===== config.mk =====
export PLATFORM = sky130hd
export DESIGN_NAME = sr_button_debouncer
export DESIGN_NICKNAME = d
export VERILOG_FILES = /design/src/rtl/sr_pkg.sv /design/src/rtl/debounce_channel.sv /design/src/rtl/sr_button_debouncer.sv
export SDC_FILE = /design/constraint.sdc
export NUM_CORES = 1
export LEC_CHECK = 0
export CAP_MARGIN = 30
export CORE_MARGIN = 8
export CORE_UTILIZATION = 50
export CTS_CLUSTER_DIAMETER = 80
export DETAILED_ROUTE_END_ITERATION = 8
export HOLD_SLACK_MARGIN = 0.02
export PLACE_DENSITY = 0.73
export SLEW_MARGIN = 20
export SYNTH_ARGS = -nofsm -noshare
export SYNTH_HDL_FRONTEND = slang
export SYNTH_HIERARCHICAL = 1
export SYNTH_SLANG_ARGS = --single-unit

===== constraint.sdc =====
create_clock -name clk -period 2.1 [get_ports clk]
set_input_delay 0.315 -clock clk [delete_from_list [all_inputs] [get_ports clk]]
set_output_delay 0.315 -clock clk [all_outputs]
set_load 0.01 [all_outputs]

===== src/rtl/sr_pkg.sv =====
// Shared definitions for the set/reset button debouncer.
// Channel FSM state encoding and the default qualification length.
package sr_pkg;

    // Per-channel debounce FSM states
    typedef enum logic [1:0] {
        LOW  = 2'd0,
        RISE = 2'd1,
        HIGH = 2'd2,
        FALL = 2'd3
    } deb_state_e;

    // Default number of stable synchronised samples to qualify a change
    localparam int DEF_DEBOUNCE_CYCLES = 16;

endpackage


===== src/rtl/debounce_channel.sv =====
// One button channel: 2-flop synchroniser, stability counter, FSM.
// Produces the debounced level and a one-cycle rising-edge request.
module debounce_channel
    import sr_pkg::*;
#(
    parameter int DEBOUNCE_CYCLES = DEF_DEBOUNCE_CYCLES,
    localparam int CNT_W = $clog2(DEBOUNCE_CYCLES + 1)
) (
    input  logic clk,
    input  logic rst,
    input  logic i_btn,
    output logic o_level,
    output logic o_req
);

    localparam logic [CNT_W-1:0] C_TARGET = CNT_W'(DEBOUNCE_CYCLES);
    localparam logic [CNT_W-1:0] C_ONE    = CNT_W'(1);

    logic             r_sync1;
    logic             r_sync2;
    deb_state_e       r_state;
    logic [CNT_W-1:0] r_cnt;
    logic             r_level;
    logic             r_req;

    logic [CNT_W-1:0] w_cnt_inc;
    logic             w_done;

    // Saturating increment; the count is zero whenever the FSM is settled,
    // so the same increment also yields the first sample from LOW/HIGH.
    always_comb begin
        w_cnt_inc = (r_cnt == C_TARGET) ? r_cnt : r_cnt + C_ONE;
        w_done    = (w_cnt_inc == C_TARGET);
    end

    // Synchroniser plus debounce FSM with registered level and request
    always_ff @(posedge clk) begin
        if (rst) begin
            r_sync1 <= 1'b0;
            r_sync2 <= 1'b0;
            r_state <= LOW;
            r_cnt   <= '0;
            r_level <= 1'b0;
            r_req   <= 1'b0;
        end else begin
            r_sync1 <= i_btn;
            r_sync2 <= r_sync1;
            r_req   <= 1'b0;
            unique case (r_state)
                LOW: begin
                    if (r_sync2) begin
                        if (w_done) begin
                            r_state <= HIGH;
                            r_level <= 1'b1;
                            r_req   <= 1'b1;
                            r_cnt   <= '0;
                        end else begin
                            r_state <= RISE;
                            r_cnt   <= w_cnt_inc;
                        end
                    end
                end
                RISE: begin
                    if (r_sync2) begin
                        if (w_done) begin
                            r_state <= HIGH;
                            r_level <= 1'b1;
                            r_req   <= 1'b1;
                            r_cnt   <= '0;
                        end else begin
                            r_cnt <= w_cnt_inc;
                        end
                    end else begin
                        r_state <= LOW;
                        r_cnt   <= '0;
                    end
                end
                HIGH: begin
                    if (!r_sync2) begin
                        if (w_done) begin
                            r_state <= LOW;
                            r_level <= 1'b0;
                            r_cnt   <= '0;
                        end else begin
                            r_state <= FALL;
                            r_cnt   <= w_cnt_inc;
                        end
                    end
                end
                FALL: begin
                    if (!r_sync2) begin
                        if (w_done) begin
                            r_state <= LOW;
                            r_level <= 1'b0;
                            r_cnt   <= '0;
                        end else begin
                            r_cnt <= w_cnt_inc;
                        end
                    end else begin
                        r_state <= HIGH;
                        r_cnt   <= '0;
                    end
                end
                default: begin
                    r_state <= LOW;
                    r_cnt   <= '0;
                end
            endcase
        end
    end

    assign o_level = r_level;
    assign o_req   = r_req;

endmodule


===== src/rtl/sr_button_debouncer.sv =====
// Two debounced push-button channels feeding clean S/R pulses to a latch.
// Define SR_DEBOUNCE_RESET_PRIORITY_EN to let reset win simultaneous requests.
module sr_button_debouncer
    import sr_pkg::*;
#(
    parameter int DEBOUNCE_CYCLES = DEF_DEBOUNCE_CYCLES
) (
    input  logic clk,
    input  logic rst,
    input  logic btn_s,
    input  logic btn_r,
    output logic S,
    output logic R,
    output logic s_level,
    output logic r_level,
    output logic conflict
);

    logic w_req_s;
    logic w_req_r;
    logic r_s;
    logic r_r;
    logic r_conflict;

    debounce_channel #(
        .DEBOUNCE_CYCLES(DEBOUNCE_CYCLES)
    ) u_chan_s (
        .clk     (clk),
        .rst     (rst),
        .i_btn   (btn_s),
        .o_level (s_level),
        .o_req   (w_req_s)
    );

    debounce_channel #(
        .DEBOUNCE_CYCLES(DEBOUNCE_CYCLES)
    ) u_chan_r (
        .clk     (clk),
        .rst     (rst),
        .i_btn   (btn_r),
        .o_level (r_level),
        .o_req   (w_req_r)
    );

    // Registered arbitration so the latch never sees S and R together
    always_ff @(posedge clk) begin
        if (rst) begin
            r_s        <= 1'b0;
            r_r        <= 1'b0;
            r_conflict <= 1'b0;
        end else begin
            r_s        <= w_req_s & ~w_req_r;
`ifdef SR_DEBOUNCE_RESET_PRIORITY_EN
            r_r        <= w_req_r;
`else
            r_r        <= w_req_r & ~w_req_s;
`endif
            r_conflict <= w_req_s & w_req_r;
        end
    end

    assign S        = r_s;
    assign R        = r_r;
    assign conflict = r_conflict;

endmodule


# Word level (Yosys, flattened, before mapping)
# Index checks and enable logic that the tools add are counted.
[classes] add_sub_neg=2 n_mul=0 div_mod_pow=0 order_cmp=0 eq_ne=26 n_shift=0 n_mux=44 bitwise=9 n_reduce_logical=14
[op_table] op="$mux 5" count=12
[op_table] op="$pmux 5 s4" count=2
[op_table] op="$mux 2" count=16
[op_table] op="$eq 5x5->1 const B" count=4
[op_table] op="$ne 2x1->1 const B" count=8
[op_table] op="$pmux 2 s4" count=2
[op_table] op="$reduce_and 4->1" count=4
[op_table] op="$add 5x1->5 const B" count=2
[op_table] op="$mux 1" count=10
[op_table] op="$eq 2x2->1 const B" count=4
[op_table] op="$ne 2x2->1 const B" count=4
[op_table] op="$reduce_or 2->1" count=4
[op_table] op="$ne 3x1->1 const B" count=2
[op_table] op="$ne 3x3->1 const B" count=2
[op_table] op="$not 1->1" count=6
[op_table] op="$reduce_or 3->1" count=2
[op_table] op="$eq 2x1->1 const B" count=2
[op_table] op="$logic_not 2->1" count=2
[op_table] op="$pmux 1 s2" count=2
[op_table] op="$reduce_and 2->1" count=2
[op_table] op="$and 1x1->1" count=3
[totals] ff_bits=25 latchBits=0 ramBits=0 romBits=0 input_bits=4 out_inout_bits=5 word_cells=110 memories=0

# Logic depth before layout (Yosys ltp)
[depth] depth_word=6 mapped_depth=7 ltp_nobuf=7

# Hierarchy
# The synthesis kept the hierarchy.
[modules_own_cells] mod="debounce_channel at u_chan_s" instances=1 cells_per_inst=64 area_each_um2=560.5 seq_area_each_um2=220.2
[modules_own_cells] mod="debounce_channel at u_chan_r" instances=1 cells_per_inst=61 area_each_um2=546.8 seq_area_each_um2=220.2
[modules_own_cells] mod="sr_button_debouncer" instances=1 cells_per_inst=6 area_each_um2=85.1 seq_area_each_um2=60.1

# Worst setup path before layout
# Ideal clock, no wire load.
[synth_path] path_type="register -> register" start="reg u_chan_s.r_cnt[0]" end="reg u_chan_s.r_state[1]" setup_ns=0.087 arrival_ns=2.047 required_time_ns=2.013 slack_ns=-0.034 stages_incl_launch_ff=8 path_buffers=0 synth_period_minus_slack_ns=2.134 cell_sequence="dfxtp_1 -> inv_1 -> ha_1 -> and4bb_4 -> mux2i_1 -> or4b_4 -> or4b_1 -> o31ai_1"
[synth_between] elab_chain_cells=6 elab_cells_between_ends=12 cone_classes="add/sub: 1; eq/ne: 4; mux: 6; reduce/logical: 1"
[synth_lines] item="from (decl)" line_no="debounce_channel.sv:22" source="logic [CNT_W-1:0] r_cnt;"
[synth_lines] item="from (signal assigned)" line_no="debounce_channel.sv:59" source="r_cnt <= w_cnt_inc;"
[synth_lines] item="from (signal assigned)" line_no="debounce_channel.sv:71" source="r_cnt <= w_cnt_inc;"
[synth_lines] item="from (signal assigned)" line_no="debounce_channel.sv:86" source="r_cnt <= w_cnt_inc;"
[synth_lines] item="$add 5x1->5 or $eq 5x5->1 (tied branches)" line_no="debounce_channel.sv:32" source="w_cnt_inc = (r_cnt == C_TARGET) ? r_cnt : r_cnt + C_ONE;"
[synth_lines] item="$mux 5 (*)" line_no="debounce_channel.sv:32"
[synth_lines] item="$eq 5x5->1 (*)" line_no="debounce_channel.sv:33" source="w_done = (w_cnt_inc == C_TARGET);"
[synth_lines] item="$mux 2 (on tied branches)" line_no="debounce_channel.sv:80, debounce_channel.sv:52"
[synth_lines] item="$mux 2 (on tied branches)" line_no="debounce_channel.sv:79, debounce_channel.sv:51"
[synth_lines] item="$pmux 2 s4" line_no="debounce_channel.sv:49" source="unique case (r_state)"
[synth_lines] item="to (signal assigned)" line_no="debounce_channel.sv:53" source="r_state <= HIGH;"
[synth_lines] item="to (signal assigned)" line_no="debounce_channel.sv:81" source="r_state <= LOW;"
[synth_lines] item="to (signal assigned)" line_no="debounce_channel.sv:85" source="r_state <= FALL;"
[synth_lines] item="to (decl)" line_no="debounce_channel.sv:21" source="deb_state_e r_state;"
# Every way passes the cells marked *; elsewhere a longest branch is shown, timed or not. The select of a mux whose other input is x is not followed.
# A chain may end at the register's enable or synchronous reset.

# Final worst setup path
[layout_path] start="reg u_chan_s.r_cnt[1]" end="reg u_chan_s.r_state[1]"
# Same word-level chain as after synthesis.

==> flow_summary.ini <==
[logic_synthesis]
syn-num-nets = 139
yosys_warnings = 6
synth_seq_cells = 25
synthesis.instances = 131
post_synth_num_cell_types = 35
synth_edf_count = 0
synth_ff_type = sky130_fd_sc_hd__dfxtp_1
syn_avg_cell_area_sq_um = 9.102
post_synth_instance_area_sq_mm = 0.001192
postSynth.asyncResetShare_pct = 0
post_synthesis_sequential_area_ratio_pct = 41.97

[floorplanning]
floorplan.core_area_sq_mm = 0.002233
total_die_area_sq_mm = 0.004204
core.rowCount = 17
fp.dieW_um = 64.84
ios = 9
start_util_pct = 53.39
chipHeight_um = 64.84

[finish]
n_fill_cell = 196
final-instance-count-excl-fill = 178
finalCoreUtilization_pct = 63.36
area_growth_pct = 18.68
fin_nets = 159
antennaDiodeCount = 0
drive_above_1_share_pct = 18.67

[setup_path]
worstPathCellList = inv_2, ha_4, and4bb_4, mux2i_1, or4b_4, or4b_1, o31ai_1
crit_fanout = 4
timing.critical_path.to_type = flop
crit_path_start_kind = flop
timing.critical_path.arrival_ns = 2.38
path_delay_family = simple AND/OR/NAND/NOR gates
regToRegSetupSlack_ns = -0.03
crit_type = flop to flop
longest_individual_stage_delay_on_the_worst_path_ns = 0.50
critical_path_required_ns = 2.35
crit_slowest_cell = sky130_fd_sc_hd__or4b_4
critical_path.reg2reg.startpoint = u_chan_s/r_cnt[1]
worstPathBufferInverterCount = 1
worst_reg2reg_path_endpoint = u_chan_s/r_state[1]
r2r_cells = 7
logic_depth_of_the_worst_path_buffers_included = 7

[grt]
grt_max_degree = 17
grt_pass1_vias = 891
track_usage_pct = 11.40
remaining_global_route_overflow = 0
antenna_found_initial = 0
first_pass_grt_wire_length_um = 3912

[sta]
timing.clock.skew_ns = 0.01433
rsz0062_at_grt = yes
fmaxAchievable_mhz = 469.8
hold_ws_ns = 0.4519
final.period_utilization_pct = 101.4
worst_slew_pin_slew_ns = 0.6097
min_period_ns = 2.129
slew_violations = 0
timing.final.hold_violations = 0
slew-limit-headroom_pct = 59.06
final_critical_path_setup_slack_ns = -0.02863
timing.final.setup_violations = 1

[clock_network]
cts.reportedPaths.clkPinSlew_ns = 0.15
cts_root_buffer_type = sky130_fd_sc_hd__clkbuf_4
tritoncts_num_sinks = 25
clock_tree_from_tritoncts = done
max-clock-path-buffers = 2
clk_latency_ns = 0.32
cts_buffers = 3
clock_tree.htree_level_count = 1
post_cts_buffers = 0

[routing]
drtIter0Drc = 44
ant_nets = 0
highest_layer = met4
count_of_unresolved_drc_violations_after_routing = 0
wl_met3_um = 103
post_detailed_routing_wire_length_um = 2365
post_drt_wl_per_cell_um = 13.29
num_vias = 983
met2_length_um = 1136
met1_length_um = 1091
drt_pass1_iterations = 4
via_per_inst = 5.522

[placed_design]
gp_routability_congestion = 0.8148
port_buffers = 8
place_inst = 174
dp_hpwl_um = 1780

[outcome]
run_status = finished, violations left
violations = setup timing

[worst_hold_path]
hold_path_depth = 1
timing.hold.worst.start = u_chan_r/o_req
worst_hold_path_type = flop to flop
hold_path_end = S

[power]
powerDensity_mw_per_mm2 = 554.6
p_leak_nw = 0.5120
total_power_mw = 0.7849
irDropWorstVdd_v = 0.0004915

[flow_run]
drv_cap = 0
-- cells in the mapped netlist (all sizes together), types with 3 or more instances --
| master | count | share of area [%] |
|---|---|---|
| a211oi | 4 | 2.5 |
| a21oi | 9 | 3.8 |
| dfxtp | 25 | 42 |
| ha | 4 | 4.2 |
| inv | 7 | 2.2 |
| nand2 | 5 | 1.6 |
| nand3 | 5 | 2.1 |
| nor2 | 15 | 4.9 |
| nor2b | 6 | 3.1 |
| nor3 | 4 | 1.7 |
| nor4 | 3 | 2.8 |
| o21ai | 7 | 2.9 |
| or3 | 4 | 2.2 |
| xnor2 | 4 | 2.9 |
| xor2 | 4 | 2.9 |
-- cells in the final DEF, fill, tap and decap left out, drive strengths merged, types with 3 or more instances in the layout --
cell            n
dfxtp          25
clkdlybuf4s50   8
buf             9
inv             8
xor2            4
nand2           5
clkbuf          3
nor2b           6
or3             4
nor3            4
a211oi          4
xnor2           4
nor4            3
o21ai           7
nand3           5
ha              4
nor2           15
a21oi           9
-- through the flow --
stage                      TNS [ns]  instance area, sq um  setup WS (ns)
after floorplan            -0.01018                  1197       -0.01018
after global placement            0                  1373        0.02781
after detailed placement   -0.02025                  1373       -0.02025
after CTS                 -0.004901                  1414      -0.004901
after global routing       -0.09761                  1415       -0.09761
final                      -0.02863                  1415       -0.02863
-- logic make-up after synthesis --
group	synth area share, %
simple gates	28.65
compound gates	14.80
flops	41.97
buf+inv	2.834
xor+xnor	5.876
fa+ha+maj	4.197
mux	1.679
-- sequential cells by signal, summed over array words and instances, names as in the netlist --
| signal | flops |
|---|---|
| u_chan_r/r_sync1 | 1 |
| u_chan_s/o_req | 1 |
| u_chan_s/r_state | 2 |
| u_chan_s/r_sync1 | 1 |
| S | 1 |
| u_chan_r/o_req | 1 |
| R | 1 |
| u_chan_s/r_sync2 | 1 |
| u_chan_r/o_level | 1 |
| u_chan_s/r_cnt | 5 |
| u_chan_r/r_cnt | 5 |
| u_chan_s/o_level | 1 |
| u_chan_r/r_state | 2 |
| u_chan_r/r_sync2 | 1 |
| conflict | 1 |
-- worst max-delay path by stage --
stage	startpoint	end	slack [ns]
after floorplan	u_chan_s/r_cnt[1]	u_chan_s/r_state[1]	-0.01
after global placement	u_chan_s/r_cnt[1]	u_chan_s/r_state[1]	0.03
after detailed placement	u_chan_s/r_cnt[1]	u_chan_s/r_state[1]	-0.02
after CTS	u_chan_s/r_cnt[1]	u_chan_s/r_state[1]	-0.005
after global routing	u_chan_s/r_cnt[0]	u_chan_s/r_state[1]	-0.1
final	u_chan_s/r_cnt[1]	u_chan_s/r_state[1]	-0.03
-- timing repair --
action                     CTS  global route
hold buffers                 0             0
resized for setup            2             1
setup endpoints to repair    1             3
pin swaps                    0             3
gates cloned                 0             0
-- worst register-to-register path, cell delays in order, from the launching register on --
cell and delay (ns):
sky130_fd_sc_hd__dfxtp_2 0.35, sky130_fd_sc_hd__inv_2 0.06, sky130_fd_sc_hd__ha_4 0.14, sky130_fd_sc_hd__and4bb_4 0.24, sky130_fd_sc_hd__mux2i_1 0.21, sky130_fd_sc_hd__or4b_4 0.50
sky130_fd_sc_hd__or4b_1 0.49, sky130_fd_sc_hd__o31ai_1 0.08
-- layer usage --
metal / up-vias / track usage [%]
met5: - / 0
met4: 0 / 6.812
met3: 4 / 2.405
met2: 25 / 17.89
met1: 443 / 14.00
li1: 511 / -
-- report_power, final --
group / total (mW) / internal, mW / switching (mW)
clock: 0.225 / 0.0774 / 0.147
sequential: 0.491 / 0.484 / 0.00678
combinational: 0.0694 / 0.0332 / 0.0362
-- layout make-up --
| type | count | area [sq um] | area share [%] |
|---|---|---|---|
| clock buffer | 3 | 22.52 | 1.592 |
| clock inverter | 1 | 8.758 | 0.6189 |
| inverter | 7 | 26.28 | 1.857 |
| multi-input combinational | 97 | 670.6 | 47.39 |
| sequential | 25 | 504.2 | 35.63 |
| tap | 28 | 35.03 | 2.476 |
| timing repair buffer | 17 | 147.6 | 10.43 |
No activity file was read; power rests on OpenSTA's default activity.
==> variant (same settings) <==
Compare `r_cnt` against `C_TARGET` with >= in place of ==.
--- a/src/rtl/debounce_channel.sv
+++ b/src/rtl/debounce_channel.sv
@@ -30,5 +30,5 @@
     // so the same increment also yields the first sample from LOW/HIGH.
     always_comb begin
-        w_cnt_inc = (r_cnt == C_TARGET) ? r_cnt : r_cnt + C_ONE;
+        w_cnt_inc = (r_cnt >= C_TARGET) ? r_cnt : r_cnt + C_ONE;
         w_done    = (w_cnt_inc == C_TARGET);
     end
Check against the original RTL: same outputs for any inputs over 10 cycles, from zero or initial values and one cycle with rst high; that may be too few to reach the edited logic, so the function may still have changed.
==> variant against the unedited design <==
Via count is 15% lower; clock power is 9.3% lower; total power is 6.2% lower; wire length is 22% lower; design area is 10% lower; synthesized area is 6.2% lower; clock skew is 0.0083 ns lower; worst setup slack better by 0.33 ns; largest cell class unchanged; sequential cell count stayed put.
==> variant: results (changes against the unedited design) <==
The register area was 500 um2 (-0.74%); the clock period minus final worst setup slack was 1.80 ns (-0.332 ns). The number of global-route vias before repair was 815 (-8.5%); the layout inverter count without the clock tree was 6 (-1). The count of different cell masters after synthesis was 24 (-31%); the fraction of area in clock buffers and inverters was 2.17% (-0.041 points). The weighted congestion reported at the end of routability-driven placement was 0.783 (-3.9%); the final-stage net count was 143 (-10%). The commonest cells after synthesis are 25 x sky130_fd_sc_hd__dfxtp_1, 14 x sky130_fd_sc_hd__nor2_1, 12 x sky130_fd_sc_hd__a21oi_1. The met3 usage was 2.65% (+0.24 points).

The run finished with clean final reports. The fraction of post-synthesis cell area in the top cell type by area is 44.7% (+2.8 points), and the layout overhead on the synthesized area is 13.4%. The number of cells in the finished layout apart from fillers was 162 (-9.0%); the depth of the worst register-to-register path was 6 (-1). The pin count of the biggest net entering global routing is 15 (-2), and the non-clock buffer share of cell area is 7.50% (-2.9 points). The share of post-route cells with drive strength above 1 works out to 8.21% (-10 points). The count of buffers not belonging to the clock network in the layout came out at 10 (-7). The run gives 573 uW (-3.6%) as the internal power consumption. The tools report the critical path endpoint as u_chan_r/r_state[0]$_SDFFE_PP0P_. The run gives 0.390 mV (-21%) as the largest voltage drop on the vdd net. The sequential area share after synthesis was 44.7% (+2.8 points); the fill cell instance count of the final layout was 213 (+8.7%). The average routed wire per standard cell was 11.4 um (-14%). The worst endpoint data arrival time was 2.00 ns (-0.38 ns). The total routing usage reported by global routing is 9.77% (-1.6 points).

The run gives 122 (-6.9%) as the instance count of the mapped netlist. The detailed-route vias per instance is 5.14 (-6.9%), and the layout multi-input combinational cell count is 89 (-8.2%). The reported leakage power came out at 0.441 nW (-14%). The run gives 1240 um2 (-9.6%) as the post-detailed-placement cell area. The run gives 3330 um (-15%) as the first-pass GRT wire length. The number of DRC markers in iteration 0 is 13 (-70%).
[variant: kinds of logic (layout without fill, tap and decap cells)]
group,count (synthesis),in the layout,synth area share (%)
simple gates,51,51,27.5
mux,2,2,1.79
buf+inv,8,20,2.68
xor+xnor,8,8,6.26
compound gates,24,24,12.5
flops,25,25,44.7
fa+ha+maj,4,4,4.47
[variant: critical path, cell delays in order (launching register included)]
cell                      delay [ns]
sky130_fd_sc_hd__dfxtp_1        0.46
sky130_fd_sc_hd__inv_1          0.07
sky130_fd_sc_hd__ha_1           0.31
sky130_fd_sc_hd__nor3b_1        0.18
sky130_fd_sc_hd__a21oi_1        0.13
sky130_fd_sc_hd__or3_4          0.41
sky130_fd_sc_hd__nor3b_1        0.15
[variant: power by group through the flow]
stage               clock [mW]  combinational, mW  sequential [mW]
floorplan                    0             0.0292            0.498
global placement             0             0.0427            0.499
detailed placement           0             0.0438            0.499
CTS                      0.216             0.0440            0.489
global route             0.228             0.0491            0.490
finish                   0.204             0.0435            0.488
